$ cat src/rtl/apb_master_n.sv
// apb_master_n: APB3 bridge from the core's simple data bus to NUM_SLAVES peripherals.
//
// Decodes the CPU address into one of NUM_SLAVES windows of 2**SLOT_BITS bytes starting at
// BASE_ADDR. A mapped address runs a normal SETUP/ACCESS transfer. An unmapped address
// completes with an error one cycle after capture.
//
// Optional feature macro: APB_TIMEOUT_EN. When it is defined, an ACCESS phase that sees
// PREADY low for TIMEOUT_CYCLES cycles is forced to complete with err=1.
//
// Ports:
//   PCLK, PRESET        clock (rising edge), asynchronous active-high reset
//   transfer, write     CPU request strobe (sampled in IDLE only), 1 = write
//   addr, wdata         CPU byte address and write data
//   rdata, ready, err   completion outputs, combinational, valid only while ready=1
//   PADDR, PWRITE,
//   PWDATA              registered APB address phase
//   PENABLE             access phase
//   PSEL                one-hot slave select
//   PRDATA, PREADY      per-slave read data (32 bits per slave) and ready
module apb_master_n #(
    parameter int unsigned NUM_SLAVES     = 8,
    parameter logic [31:0] BASE_ADDR      = 32'h1000_0000,
    parameter int unsigned SLOT_BITS      = 12,
    parameter int unsigned TIMEOUT_CYCLES = 255
) (
    input  logic                       PCLK,
    input  logic                       PRESET,
    input  logic                       transfer,
    input  logic                       write,
    input  logic [31:0]                addr,
    input  logic [31:0]                wdata,
    output logic [31:0]                rdata,
    output logic                       ready,
    output logic                       err,
    output logic [31:0]                PADDR,
    output logic                       PWRITE,
    output logic                       PENABLE,
    output logic [31:0]                PWDATA,
    output logic [NUM_SLAVES-1:0]      PSEL,
    input  logic [NUM_SLAVES*32-1:0]   PRDATA,
    input  logic [NUM_SLAVES-1:0]      PREADY
);

    localparam int unsigned SEL_W = 4;
    localparam int unsigned CNT_W = 16;

    // Elaboration-time range checks on the configuration
    if (NUM_SLAVES < 1 || NUM_SLAVES > 16) begin : g_bad_num_slaves
        $error("apb_master_n: NUM_SLAVES must be 1..16");
    end
    if (TIMEOUT_CYCLES < 1 || TIMEOUT_CYCLES > 65535) begin : g_bad_timeout
        $error("apb_master_n: TIMEOUT_CYCLES must be 1..65535");
    end

    typedef enum logic [1:0] {
        S_IDLE   = 2'd0,
        S_SETUP  = 2'd1,
        S_ACCESS = 2'd2,
        S_ERR    = 2'd3
    } state_t;

    state_t             state;
    state_t             state_nxt;
    logic [SEL_W-1:0]   sel_q;
    logic [SEL_W-1:0]   sel_nxt;
    logic [31:0]        dec_off;
    logic [31:0]        dec_idx;
    logic               dec_mapped;
    logic               pready_sel;
    logic [31:0]        prdata_sel;
    logic               timeout_hit;
    logic [NUM_SLAVES-1:0] psel_nxt;
    logic               penable_nxt;

    // Address decode; the lower-bound test keeps addresses below BASE_ADDR from wrapping into a slot
    always_comb begin
        dec_off    = addr - BASE_ADDR;
        dec_idx    = dec_off >> SLOT_BITS;
        dec_mapped = (addr >= BASE_ADDR) && (dec_idx < 32'(NUM_SLAVES));
    end

    // Route the selected slave's ready/data; other slaves are ignored
    always_comb begin
        pready_sel = 1'b0;
        prdata_sel = '0;
        for (int unsigned i = 0; i < NUM_SLAVES; i++) begin
            if (sel_q == SEL_W'(i)) begin
                pready_sel = PREADY[i];
                prdata_sel = PRDATA[i*32 +: 32];
            end
        end
    end

`ifdef APB_TIMEOUT_EN
    logic [CNT_W-1:0] to_cnt;

    // Counts low-PREADY ACCESS cycles; cleared while in SETUP, i.e. on entry to ACCESS
    always_ff @(posedge PCLK or posedge PRESET) begin
        if (PRESET) begin
            to_cnt <= '0;
        end else if (state == S_SETUP) begin
            to_cnt <= '0;
        end else if (state == S_ACCESS && !pready_sel) begin
            to_cnt <= to_cnt + CNT_W'(1);
        end
    end

    // The Nth low cycle is the one that sees count N-1; PREADY high in that cycle takes priority
    assign timeout_hit = (state == S_ACCESS) && !pready_sel &&
                         (to_cnt == CNT_W'(TIMEOUT_CYCLES - 1));
`else
    assign timeout_hit = 1'b0;
`endif

    // State register
    always_ff @(posedge PCLK or posedge PRESET) begin
        if (PRESET) begin
            state <= S_IDLE;
        end else begin
            state <= state_nxt;
        end
    end

    // Next-state logic
    always_comb begin
        state_nxt = state;
        case (state)
            S_IDLE: begin
                if (transfer) begin
                    state_nxt = dec_mapped ? S_SETUP : S_ERR;
                end
            end
            S_SETUP:  state_nxt = S_ACCESS;
            S_ACCESS: begin
                if (pready_sel || timeout_hit) begin
                    state_nxt = S_IDLE;
                end
            end
            S_ERR:    state_nxt = S_IDLE;
            default:  state_nxt = S_IDLE;
        endcase
    end

    // Outputs: completion signals from the current state, next select/enable for the APB registers
    always_comb begin
        ready       = 1'b0;
        err         = 1'b0;
        rdata       = '0;
        psel_nxt    = '0;
        penable_nxt = 1'b0;
        sel_nxt     = (state == S_IDLE) ? SEL_W'(dec_idx) : sel_q;

        case (state)
            S_ACCESS: begin
                if (pready_sel) begin
                    ready = 1'b1;
                    rdata = PWRITE ? 32'h0 : prdata_sel;
                end else if (timeout_hit) begin
                    ready = 1'b1;
                    err   = 1'b1;
                end
            end
            S_ERR: begin
                ready = 1'b1;
                err   = 1'b1;
            end
            default: ;
        endcase

        if (state_nxt == S_SETUP || state_nxt == S_ACCESS) begin
            for (int unsigned i = 0; i < NUM_SLAVES; i++) begin
                if (sel_nxt == SEL_W'(i)) begin
                    psel_nxt[i] = 1'b1;
                end
            end
        end
        penable_nxt = (state_nxt == S_ACCESS);
    end

    // APB address-phase registers: captured in IDLE, held until the next capture
    always_ff @(posedge PCLK or posedge PRESET) begin
        if (PRESET) begin
            PADDR   <= '0;
            PWDATA  <= '0;
            PWRITE  <= 1'b0;
            sel_q   <= '0;
            PSEL    <= '0;
            PENABLE <= 1'b0;
        end else begin
            if (state == S_IDLE && transfer) begin
                PADDR  <= addr;
                PWDATA <= wdata;
                PWRITE <= write;
                sel_q  <= dec_mapped ? SEL_W'(dec_idx) : '0;
            end
            PSEL    <= psel_nxt;
            PENABLE <= penable_nxt;
        end
    end

endmodule

$ cat config.mk
export PLATFORM = sky130hd
export DESIGN_NAME = apb_master_n
export DESIGN_NICKNAME = d
export VERILOG_FILES = /design/src/rtl/apb_master_n.sv
export SDC_FILE = /design/constraint.sdc
export NUM_CORES = 1
export LEC_CHECK = 0
export ABC_CLOCK_PERIOD_IN_PS = 2900
export BUFFER_PORTS_ARGS = -buffer_cell sky130_fd_sc_hd__clkbuf_2
export CORE_AREA = 2 2 169 171
export DETAILED_ROUTE_END_ITERATION = 10
export DIE_AREA = 0 0 171 173
export HOLD_SLACK_MARGIN = 0.08
export PLACE_DENSITY_LB_ADDON = 0.1
export SLEW_MARGIN = 25
export SYNTH_ARGS = -nofsm -noshare
export SYNTH_HDL_FRONTEND = slang
export SYNTH_SLANG_ARGS = --single-unit
$ cat constraint.sdc
create_clock -name PCLK -period 2.9 [get_ports PCLK]
set_input_delay 0.145 -clock PCLK [delete_from_list [all_inputs] [get_ports PCLK]]
set_output_delay 0.145 -clock PCLK [all_outputs]
set_load 0.02 [all_outputs]
After elaboration in Yosys (flattened, before gate mapping). Index checks and enable logic that the tools add are counted.

Order comparisons: 2. Reductions and logical operators: 6. Mux-type cells: 37. Eq/ne operators: 19. Add/sub/neg operators: 1.

Operators by type and width (number): 32-bit 2-to-1 mux (11); 4-bit by 3-bit == test with 1-bit output (second input constant) (8); 32-bit by 29-bit greater-or-equal comparator with 1-bit output (second input constant) (1); 32-bit by 29-bit subtractor with 32-bit output (second input constant) (1); 20-bit by 4-bit less-than comparator with 1-bit output (second input constant) (1); 1-bit 2-to-1 mux (18); 4-bit by 2-bit == test with 1-bit output (second input constant) (4); 4-bit by 1-bit == test with 1-bit output (second input constant) (2); 4-bit zero test (2); 4-bit 2-to-1 mux (2); 8-bit 2-to-1 mux (1); 2-bit one-hot mux with 4 select lines (1); 2-bit == test (second input constant) (3); 2-bit 2-to-1 mux (3); 2-bit by 1-bit == test with 1-bit output (second input constant) (2); 1-bit logical AND (2); 2-bit zero test (1); 1-bit one-hot mux with 2 select lines (1); 1-bit logical OR (1).

Logic and storage cells: 72. Flip-flop bits (word level): 80. Bits of input ports: 332. Output and inout bits: 108.

Logic depth before layout (Yosys ltp). Gate-level depths: netlist of run 1.

Depth in word-level cells: 14. Depth in mapped cells: 9. Gate-level depth less buffers: 8.

Worst setup path after synthesis of run 1. OpenSTA, ideal clock, no wires.

Path type: reg2reg. Start point: register sel_q[0]. End point: register PSEL[3]. Arrival: 2320 ps. Path buffers: 1. Stages on the path, launching flop included: 10. Clock period less this slack: 2393 ps. Path slack: 507 ps. Data required time: 2828 ps. Setup time: 72 ps. Cell sequence: dfrtp_1 buf_6 nor2b_1 and3_1 o32a_2 o31a_1 a21oi_2 ha_1 or2_2 nor2_1.

Word-level cells in the longest chain between the ends: 14. Elaborated cells between the ends (all ways): 25. Those cells by class: eq/ne: 10; mux: 13; reduce/logical: 2.

RTL lines: start: declaration (RTL line 64) `logic [SEL_W-1:0] sel_q;`; start signal: assignment (RTL line 194) `sel_q <= dec_mapped ? SEL_W'(dec_idx) : '0;`; 4-bit zero test (RTL line 87) `if (sel_q == SEL_W'(i)) begin`; 1-bit 2-to-1 mux (7 in series) (RTL line 87); 1-bit 2-to-1 mux (*) (RTL line 87); 2-bit 2-to-1 mux (*) (RTL line 135) `if (pready_sel || timeout_hit) begin`; 2-bit one-hot mux with 4 select lines (*) (RTL line 127) `case (state)`; via state_nxt[1] (RTL line 63) `state_t state_nxt;`; 2-bit by 1-bit == test with 1-bit output or 2-bit == test (tied branches) (RTL line 170) `if (state_nxt == S_SETUP || state_nxt == S_ACCESS) begin`; 1-bit logical OR (*) (RTL line 170); 8-bit 2-to-1 mux (*) (RTL line 170); via psel_nxt[3] (RTL line 72) `logic [NUM_SLAVES-1:0] psel_nxt;`; end signal: assignment (RTL line 196) `PSEL <= psel_nxt;`; end: declaration (RTL line 39) `output logic [NUM_SLAVES-1:0] PSEL,`.

The timed path passes the listed nets; every way through them passes the cells marked *. A chain may end at the register's enable or synchronous reset.

Worst setup path after layout of run 1.
Start point: register sel_q[0]. End point: output port rdata[20].

Word-level cells in the longest chain between the ends: 12. Elaborated cells between the ends (all ways): 27. Those cells by class: eq/ne: 7; mux: 19; reduce/logical: 1.

RTL lines: 4-bit zero test (RTL line 87); 32-bit 2-to-1 mux (8 in series) (RTL line 87); 32-bit 2-to-1 mux (RTL line 157) `rdata = PWRITE ? 32'h0 : prdata_sel;`; 32-bit 2-to-1 mux (*) (RTL line 155) `if (pready_sel) begin`; 32-bit 2-to-1 mux (*) (RTL line 153) `case (state)`; end: declaration (RTL line 32) `output logic [31:0] rdata,`.

Every way passes the cells marked *; elsewhere a longest branch is shown, timed or not.

==> flow_summary.yaml, run 1 <==
run_status:
  status: "completed"
clocking:
  clock-root-buffer: "clkbuf_16"
  clk_latency_ns: 0.34
  path_clk_slew_ns: 0.06
  cts_made_buffers: 9
  cts.path.max_buffers: 2
  cts_tree: "built"
  clock_sink_count: 80
  htreeDepth: 3
synth:
  synth_nets: 955
  yosysUniqueCellTypes: 44
  synth_edf_count: 0
  synth.area.top_cells: "dfrtp_1 37%, mux4_2 18%, nand2_1 18%, a21oi_1 5.2%, mux2i_1 2.8%"
  syn_area_um2: 5380
  yosysWarnings: 0
  synth_area_leader_cell: "dfrtp_1"
  synth_ff_type: "dfrtp_1"
  synth_top_cell_area_share_pct: 37.2
  async_flop_share_pct: 100
  synth.most_common_cell: "nand2_1"
  ys_ff_latch: 80
  avgSynthCellArea_um2: 8.64
  seq_area_frac_synth_pct: 37.2
  syn_inst: 622
  netlist_top_cells_count: "255 x nand2_1, 80 x dfrtp_1, 56 x a21oi_1, 44 x mux4_2, 24 x nor2_1"
final_layout:
  areaGrowthSynthToFinish_pct: 65.5
  fin_cells: 1486
  nNetsFinal: 1430
  drive_above_1_share_pct: 48.1
sta:
  hold_viol: 0
  grt_setup_unrepaired: "no"
  finalSetupViolCount: 0
  fin_tns_setup_ns: 0
  finClkSkew_ns: 0.00451
  worst_slack_ns: 0.141
  fmax_ghz: 0.362
  worstMarginPinSlew_ns: 0.799
  timing.final.crit_share_pct: 95.1
  min_period_ns: 2.76
  max-slew-margin-rel_pct: 46.7
  finalMaxSlewViolations: 0
floorplanning:
  start_util_pct: 19.5
  chipHeight_um: 173
  core_um2: 27600
  chipWidth_um: 171
  pin_count: 440
  dieArea_um2: 29600
  rows: 61
critical_path:
  crit_required_ns: 2.76
  cp_data_arrival_time_ns: 2.61
  r2r_slack_ns: 0.34
  r2r-end: "PSEL[3]$_DFF_PP0_"
  cp-end-kind: "output pin"
  cp-start-kind: "flop"
  worst-r2r-cell-count: 8
  crit_type: "flop to output pin"
  reg2reg_from: "sel_q[0]$_DFFE_PP0P_"
  critPathMaxFanout: 32
hold_path:
  min_path_type: "primary input to flop"
  hold_path_depth: 3
  hold_start: "addr[12]"
  whs_endpoint: "sel_q[0]$_DFFE_PP0P_"
detailed_routing:
  wirelength_um: 27700
  ant_nets: 0
  avgViaCountPerCell: 4.28
  first_iter_violations: 302
  drtPass1Iterations: 4
  via_count: 6353
  drc_errors: 0
  wl_per_cell_um: 18.7
power:
  p_per_area_nw_per_um2: 642
  p_leak_nw: 4.57
  finalPower_mw: 5.71
  peakVddDrop_mv: 0.425
placement:
  io_buffers: 439
  gp_routability_congestion: 0.912
  dpl.cell_count: 1400
  dp_hpwl_um: 22200
  place_ws_ns: 0.347
run:
  maxCapViolCount: 0
global_route:
  antenna_found_initial: 7
  grt_pass1_wl_um: 40700
  overflow: 0
  grt_pass1_vias: 6884
  track_usage_pct: 18.2
  grt_max_degree: 81
-- stage by stage --
step / hold WS, ns / utilization (%) / area [um2]
after detailed placement: 0.119 / 28.7 / 7920
after global placement: 0.127 / 28.7 / 7920
after floorplan: 0.250 / - / 5380
final: 0.0894 / 32.2 / 8900
after global routing: 0.119 / 32.2 / 8890
after CTS: 0.0829 / 32.1 / 8880
-- power by group --
part / total (mW) / internal (mW) / switching [mW] / leakage, nW
logic: 2.66 / 0.936 / 1.73 / 3.41
clock network: 1.20 / 0.720 / 0.483 / 0.152
registers: 1.84 / 1.58 / 0.266 / 1.01
total: 5.71 / 3.23 / 2.48 / 4.57
-- what timing repair did --
item	4_1_cts	5_1_grt
hold buffers	64	0
buffers inserted	0	0
hold endpoints to repair	82	0
setup endpoints to repair	0	1
gates resized for setup	0	1
-- kinds of logic after synthesis --
logic type	Yosys count	synth area share, %
AO/OA/AOI/OAI	100	10.8
adder cells (fa/ha/maj)	1	0.233
buffers and inverters	56	5.26
flip-flops	80	37.2
multiplexers	60	21.4
AND/OR/NAND/NOR	325	25.0
-- placed cells by master, fill, tap and decap left out, types with 4 or more instances in the layout --
cell type | Yosys | final
o22ai_1 | 14 | 14
a21oi_1 | 56 | 56
dfrtp_1 | 80 | 78
nor4_1 | 4 | 4
nor2_1 | 24 | 24
mux4_2 | 44 | 44
nand2b_1 | 11 | 11
clkbuf_16 | 0 | 9
diode_2 | 0 | 6
or2_2 | 4 | 4
nor3_1 | 8 | 8
nand2_1 | 255 | 255
dlygate4sd3_1 | 0 | 64
mux2i_1 | 15 | 15
o21ai_0 | 15 | 15
clkbuf_2 | 0 | 439
buf_4 | 3 | 9
-- state kept, by name, summed over array words and instances, names as in the netlist --
signal	cells
PSEL	8
sel_q	4
state	2
PWDATA	32
PWRITE	1
PADDR	32
PENABLE	1
-- cell type report --
class | count | area, um2
fillers | 3072 | 18700
multi-input cells | 486 | 3100
repair buffers | 515 | 2970
flip-flops and latches | 80 | 2010
well taps | 378 | 473
clock buffers | 11 | 253
clock inverters | 5 | 63.8
inverters | 5 | 20.0
diodes | 6 | 15.0
-- worst max-delay path: stages (launching register included) --
cell and delay (ns):
dfrtp_4 0.57, or3b_1 0.39, a21oi_1 0.15, o32a_2 0.22
o21ai_4 0.07, buf_12 0.19, a21oi_1 0.39, clkbuf_2 0.26
-- routing by layer --
metal  track usage, %  vias up  share of wire (%)
met3             4.99       23                8.4
li1                 -     3093                  -
met4             5.40        2                1.5
met1             21.7     2975                 41
met2             31.6      260                 49
met5                0        -              0.036
-- worst max-delay path by stage --
stage / startpoint / to / slack, ns / cells after the start
floorplan: sel_q[0]$_DFFE_PP0P_ / PSEL[3]$_DFF_PP0_ / 0.51 / 9
global placement: sel_q[0]$_DFFE_PP0P_ / PSEL[3]$_DFF_PP0_ / 0.40 / 8
detailed placement: sel_q[0]$_DFFE_PP0P_ / PSEL[3]$_DFF_PP0_ / 0.35 / 8
CTS: sel_q[3]$_DFFE_PP0P_ / rdata[20] / 0.12 / 6
global route: sel_q[0]$_DFFE_PP0P_ / rdata[20] / 0.05 / 7
finish: sel_q[0]$_DFFE_PP0P_ / rdata[20] / 0.14 / 7
No activity file was read; power rests on OpenSTA's default activity.
==> run 2, diff against run 1 <==
--- a/config.mk
+++ b/config.mk
@@ -6,5 +6,5 @@
 export NUM_CORES = 1
 export LEC_CHECK = 0
-export ABC_CLOCK_PERIOD_IN_PS = 2900
+export ABC_CLOCK_PERIOD_IN_PS = 2700
 export BUFFER_PORTS_ARGS = -buffer_cell sky130_fd_sc_hd__clkbuf_2
 export CORE_AREA = 2 2 169 171
@@ -13,4 +13,5 @@
 export HOLD_SLACK_MARGIN = 0.08
 export PLACE_DENSITY_LB_ADDON = 0.1
+export SKIP_CTS_REPAIR_TIMING = 1
 export SLEW_MARGIN = 25
 export SYNTH_ARGS = -nofsm -noshare
==> constraint.sdc (replaced) <==
create_clock -name PCLK -period 2.7 [get_ports PCLK]
set_input_delay 0.135 -clock PCLK [delete_from_list [all_inputs] [get_ports PCLK]]
set_output_delay 0.135 -clock PCLK [all_outputs]
set_load 0.005 [all_outputs]
==> flow_summary.yaml, run 2 (synthesized netlist as in run 1, its figures left out) <==
clocking:
  clk_latency_ns: 0.34
  cts_made_buffers: 9
  htreeDepth: 3
  clock_sink_count: 80
  cts_tree: "built"
  clock-root-buffer: "clkbuf_16"
  path_clk_slew_ns: 0.06
  cts.path.max_buffers: 2
sta:
  hold_viol: 0
  grt_setup_unrepaired: "no"
  fmax_ghz: 0.400
  worstMarginPinSlew_ns: 0.800
  timing.final.crit_share_pct: 92.6
  min_period_ns: 2.50
  finClkSkew_ns: 0.00827
  finalSetupViolCount: 0
  finalMaxSlewViolations: 0
  fin_tns_setup_ns: 0
  max-slew-margin-rel_pct: 46.7
placement:
  io_buffers: 439
  dpl.cell_count: 1403
  dp_hpwl_um: 21600
  gp_routability_congestion: 0.889
critical_path:
  critPathMaxFanout: 32
  cp-start-kind: "flop"
  r2r_slack_ns: 0.21
  cp_data_arrival_time_ns: 2.37
  worst-r2r-cell-count: 8
  reg2reg_from: "sel_q[0]$_DFFE_PP0P_"
  crit_start: "sel_q[0]$_DFFE_PP0P_"
  crit_path_end: "rdata[22]"
  cp-end-kind: "output pin"
  crit_required_ns: 2.57
  r2r-end: "PSEL[3]$_DFF_PP0_"
  crit_type: "flop to output pin"
global_route:
  overflow: 0
  antenna_found_initial: 5
  grt_pass1_wl_um: 40000
  use_met1_pct: 21.3
  busiest_layer: "met2"
  grt_use_met3_pct: 6.39
  grt_max_degree: 81
  track_usage_pct: 17.9
  grt_pass1_vias: 6668
  grt_use_met2_pct: 29.4
detailed_routing:
  drtPass1Iterations: 4
  first_iter_violations: 327
  drc_errors: 0
  via_count: 6482
  wirelength_um: 27300
  avgViaCountPerCell: 4.36
  wl_per_cell_um: 18.4
  ant_nets: 0
floorplanning:
  rows: 61
  chipHeight_um: 173
  dieArea_um2: 29600
  pin_count: 440
  core_um2: 27600
  chipWidth_um: 171
  start_util_pct: 19.5
power:
  power.switching_mw: 1.98
  p_sw_share_pct: 35.5
  power.internal_mw: 3.60
  peakVddDrop_mv: 0.448
  p_leak_nw: 4.62
  finalPower_mw: 5.58
  p_per_area_nw_per_um2: 621
  clkPwrFrac_pct: 25.1
  p_comb_share_pct: 39.6
  p_seq_share_pct: 35.4
hold_path:
  hold_path_depth: 3
  min_path_type: "primary input to flop"
final_layout:
  final_common_cell: "clkbuf_2"
  nFillCells: 3054
  fin_cells: 1488
  multi_input_area_um2: 3090
  nNetsFinal: 1435
  areaGrowthSynthToFinish_pct: 67.3
  drive_above_1_share_pct: 48.1
  seqCellArea_um2: 2010
  most-common-layout-cells: "439 x clkbuf_2, 255 x nand2_1, 78 x dfrtp_1"
  reg_top3: "PADDR x32, PWDATA x32, PSEL x8"
run_status:
  status: "completed"
run:
  maxCapViolCount: 0
## run 2: changes by cell type in the layout (fill, tap and decap cells not counted), sizes merged
cell	previous run	this run
bufinv	1	3
buf	12	17
clkbuf	450	449
clkinv	3	2
inv	5	4
diode	6	4
## run 2: layout make-up
type / count / area share, %
clock buffers: 10 / 2.55
inverters: 5 / 0.223
repair buffers: 520 / 33.9
multi-input cells: 486 / 34.4
clock inverters: 5 / 1.18
flip-flops and latches: 80 / 22.3
well taps: 378 / 5.26
diodes: 4 / 0.111
## run 2: routing by layer
layer,vias to the layer above,part of all wire (%)
met4,0,3.0
met1,3022,40
met3,41,9.8
li1,3104,-
met2,315,48
met5,-,0
## run 2: worst min path at each step
| stage | startpoint | end | slack [ns] |
|---|---|---|---|
| final | addr[15] | PADDR[15]$_DFFE_PP0P_ | 0.08 |
| after floorplan | addr[0] | PADDR[0]$_DFFE_PP0P_ | 0.24 |
| after CTS | PRESET | PADDR[15]$_DFFE_PP0P_ | -0.17 |
| after global placement | PRESET | PADDR[11]$_DFFE_PP0P_ | 0.22 |
| after detailed placement | PRESET | PADDR[13]$_DFFE_PP0P_ | 0.21 |
| after global routing | addr[15] | PADDR[15]$_DFFE_PP0P_ | 0.10 |
## run 2: worst max-delay path, stage by stage, from the launching register on
cell	delay [ns]
dfrtp_4	0.56
or3b_1	0.40
a21oi_1	0.15
o32a_2	0.22
o21ai_4	0.07
buf_12	0.20
a21oi_1	0.26
clkbuf_2	0.18
## run 2: through the flow
step | setup WS [ns] | utilization, % | hold slack [ns] | area [um2]
after floorplan | 0.395 | - | 0.240 | 5380
after global placement | 0.236 | 28.8 | 0.216 | 7970
after detailed placement | 0.203 | 28.8 | 0.210 | 7970
after CTS | 0.0722 | 30.1 | -0.166 | 8300
after global routing | 0.00545 | 32.5 | 0.101 | 8990
final | 0.199 | 32.5 | 0.0837 | 8990
## run 2: power by group through the flow
stage	Clock [mW]	Sequential, mW	Combinational, mW
4_1_cts	1.45	1.98	2.18
6_report	1.40	1.97	2.21
3_5_place_dp	0	1.97	2.18
5_1_grt	1.52	2.05	2.50
2_1_floorplan	0	2.00	0.936
3_3_place_gp	0	1.97	2.20
==> run 3, diff against run 2 <==
Settings changed: CORE_AREA 2 2 169 171 to 10 10 163 165, CTS_CLUSTER_SIZE set to 14, DIE_AREA 0 0 171 173 to 0 0 173 175.
==> flow_summary.yaml, run 3 (synthesized netlist as in run 1, its figures left out) <==
run_status:
  status: "completed"
sta:
  finalMaxSlewViolations: 0
  finClkSkew_ns: 0.00647
  worstMarginPinSlew_ns: 0.653
  worst_slack_ns: 0.102
  hold_viol: 0
  min_period_ns: 2.60
  grt_setup_unrepaired: "yes"
  fmax_ghz: 0.385
  timing.final.crit_share_pct: 96.2
  finalSetupViolCount: 0
  max-slew-margin-rel_pct: 56.4
global_route:
  antenna_found_initial: 7
  track_usage_pct: 19.0
  grt_max_degree: 83
  overflow: 0
  grt_pass1_wl_um: 44400
  grt_pass1_vias: 6823
final_layout:
  multi_input_area_um2: 3100
  final_core_util_pct: 38.0
  nFillCells: 2453
  drive_above_1_share_pct: 48.5
  nNetsFinal: 1432
  reg_top3: "PADDR x32, PWDATA x32, PSEL x8"
  final_common_cell: "clkbuf_2"
  most-common-layout-cells: "439 x clkbuf_2, 255 x nand2_1, 78 x dfrtp_1"
  fin_cells: 1429
  seqCellArea_um2: 2010
  areaGrowthSynthToFinish_pct: 64.3
hold_path:
  min_path_type: "primary input to flop"
  hold_start: "addr[15]"
  hold_path_depth: 3
  whs_endpoint: "PADDR[15]$_DFFE_PP0P_"
critical_path:
  crit_required_ns: 2.57
  cp-start-kind: "flop"
  worstPathCellList: "or3b_1, a21oi_1, o32a_2, o21ai_4, buf_12, a21oi_1, clkbuf_2"
  cp_data_arrival_time_ns: 2.46
  cp-end-kind: "output pin"
  r2r_slack_ns: 0.17
  critPathMaxFanout: 32
  critPathMaxStageDelay_ns: 0.57
  crit_top_cell: "a21oi_1"
  crit_slowest_cell: "dfrtp_4"
  crit_start: "sel_q[1]$_DFFE_PP0P_"
  r2r-end: "PSEL[3]$_DFF_PP0_"
  reg2reg_from: "sel_q[0]$_DFFE_PP0P_"
  worst-r2r-cell-count: 8
  crit_type: "flop to output pin"
floorplanning:
  chipHeight_um: 175
  chipWidth_um: 173
  dieArea_um2: 30300
  core_um2: 23300
  pin_count: 440
  start_util_pct: 23.1
  rows: 56
placement:
  place_ws_ns: 0.199
  gp_routability_congestion: 0.909
  dp_hpwl_um: 24700
  io_buffers: 439
  dpl.cell_count: 1345
clocking:
  clock_sink_count: 80
  cts_made_buffers: 9
  clock-root-buffer: "clkbuf_16"
  cts.path.max_buffers: 2
  clk_latency_ns: 0.34
  cts_tree: "built"
  htreeDepth: 3
  path_clk_slew_ns: 0.06
power:
  p_per_area_nw_per_um2: 607
  peakVddDrop_mv: 0.407
  p_leak_nw: 4.58
detailed_routing:
  drc_errors: 0
  wl_per_cell_um: 21.1
  drtPass1Iterations: 5
  avgViaCountPerCell: 4.57
  via_count: 6529
  wirelength_um: 30200
  ant_nets: 0
  first_iter_violations: 351
run:
  maxCapViolCount: 0
## run 3: changes by cell type in the layout (fill, tap and decap cells not counted), sizes merged
cell	delta
buf	-1
clkinvlp	+1
bufinv	-3
diode	+2
clkinv	+3
dlygate4sd3	-2
## run 3: how the worst max path moves through the flow
stage	endpoint	cells past startpoint
2_1_floorplan	PSEL[3]$_DFF_PP0_	9
3_3_place_gp	PSEL[3]$_DFF_PP0_	8
3_5_place_dp	PSEL[3]$_DFF_PP0_	8
4_1_cts	rdata[28]	7
5_1_grt	rdata[28]	7
6_report	rdata[20]	7
## run 3: worst max-delay path: cells and delay by family (launching register included)
kind	cells	cell delay, ns
AOI/OAI and AO/OA	4	0.76
and+or+nand+nor	1	0.37
DFF	1	0.57
buffers and inverters	2	0.39
## run 3: metal layers
| metal | track usage (%) | vias to the layer above | wire (um) |
|---|---|---|---|
| li1 | - | 3101 | - |
| met1 | 22.2 | 3102 | 12100 |
| met2 | 31.9 | 303 | 15000 |
| met3 | 6.94 | 23 | 2630 |
| met4 | 5.96 | 0 | 501 |
| met5 | 0 | - | 0 |
## run 3: where the power goes
part           internal (mW)  switching (mW)  total, mW
Clock                  0.626           0.509       1.13
Combinational           1.02            1.24       2.26
Sequential              1.69           0.272       1.96
Total                   3.34            2.02       5.36
## run 3: final cells by class
| cell class | count | area share, % |
|---|---|---|
| clock inverter | 6 | 0.496 |
| multi-input combinational | 486 | 35.1 |
| antenna | 6 | 0.170 |
| tap | 319 | 4.52 |
| sequential | 80 | 22.7 |
| timing repair buffer | 517 | 34.1 |
| clock buffer | 10 | 2.59 |
| inverter | 5 | 0.269 |
## run 3: through the flow
stage / setup TNS (ns) / hold slack [ns] / total power, mW / area [um2]
after CTS: -0.0479 / -0.158 / 5.41 / 8170
final: 0 / 0.0658 / 5.36 / 8830
after global placement: 0 / 0.225 / 4.23 / 7900
after floorplan: 0 / 0.240 / 2.93 / 5380
after detailed placement: 0 / 0.222 / 4.22 / 7900
after global routing: -0.0234 / 0.0823 / 5.85 / 8830
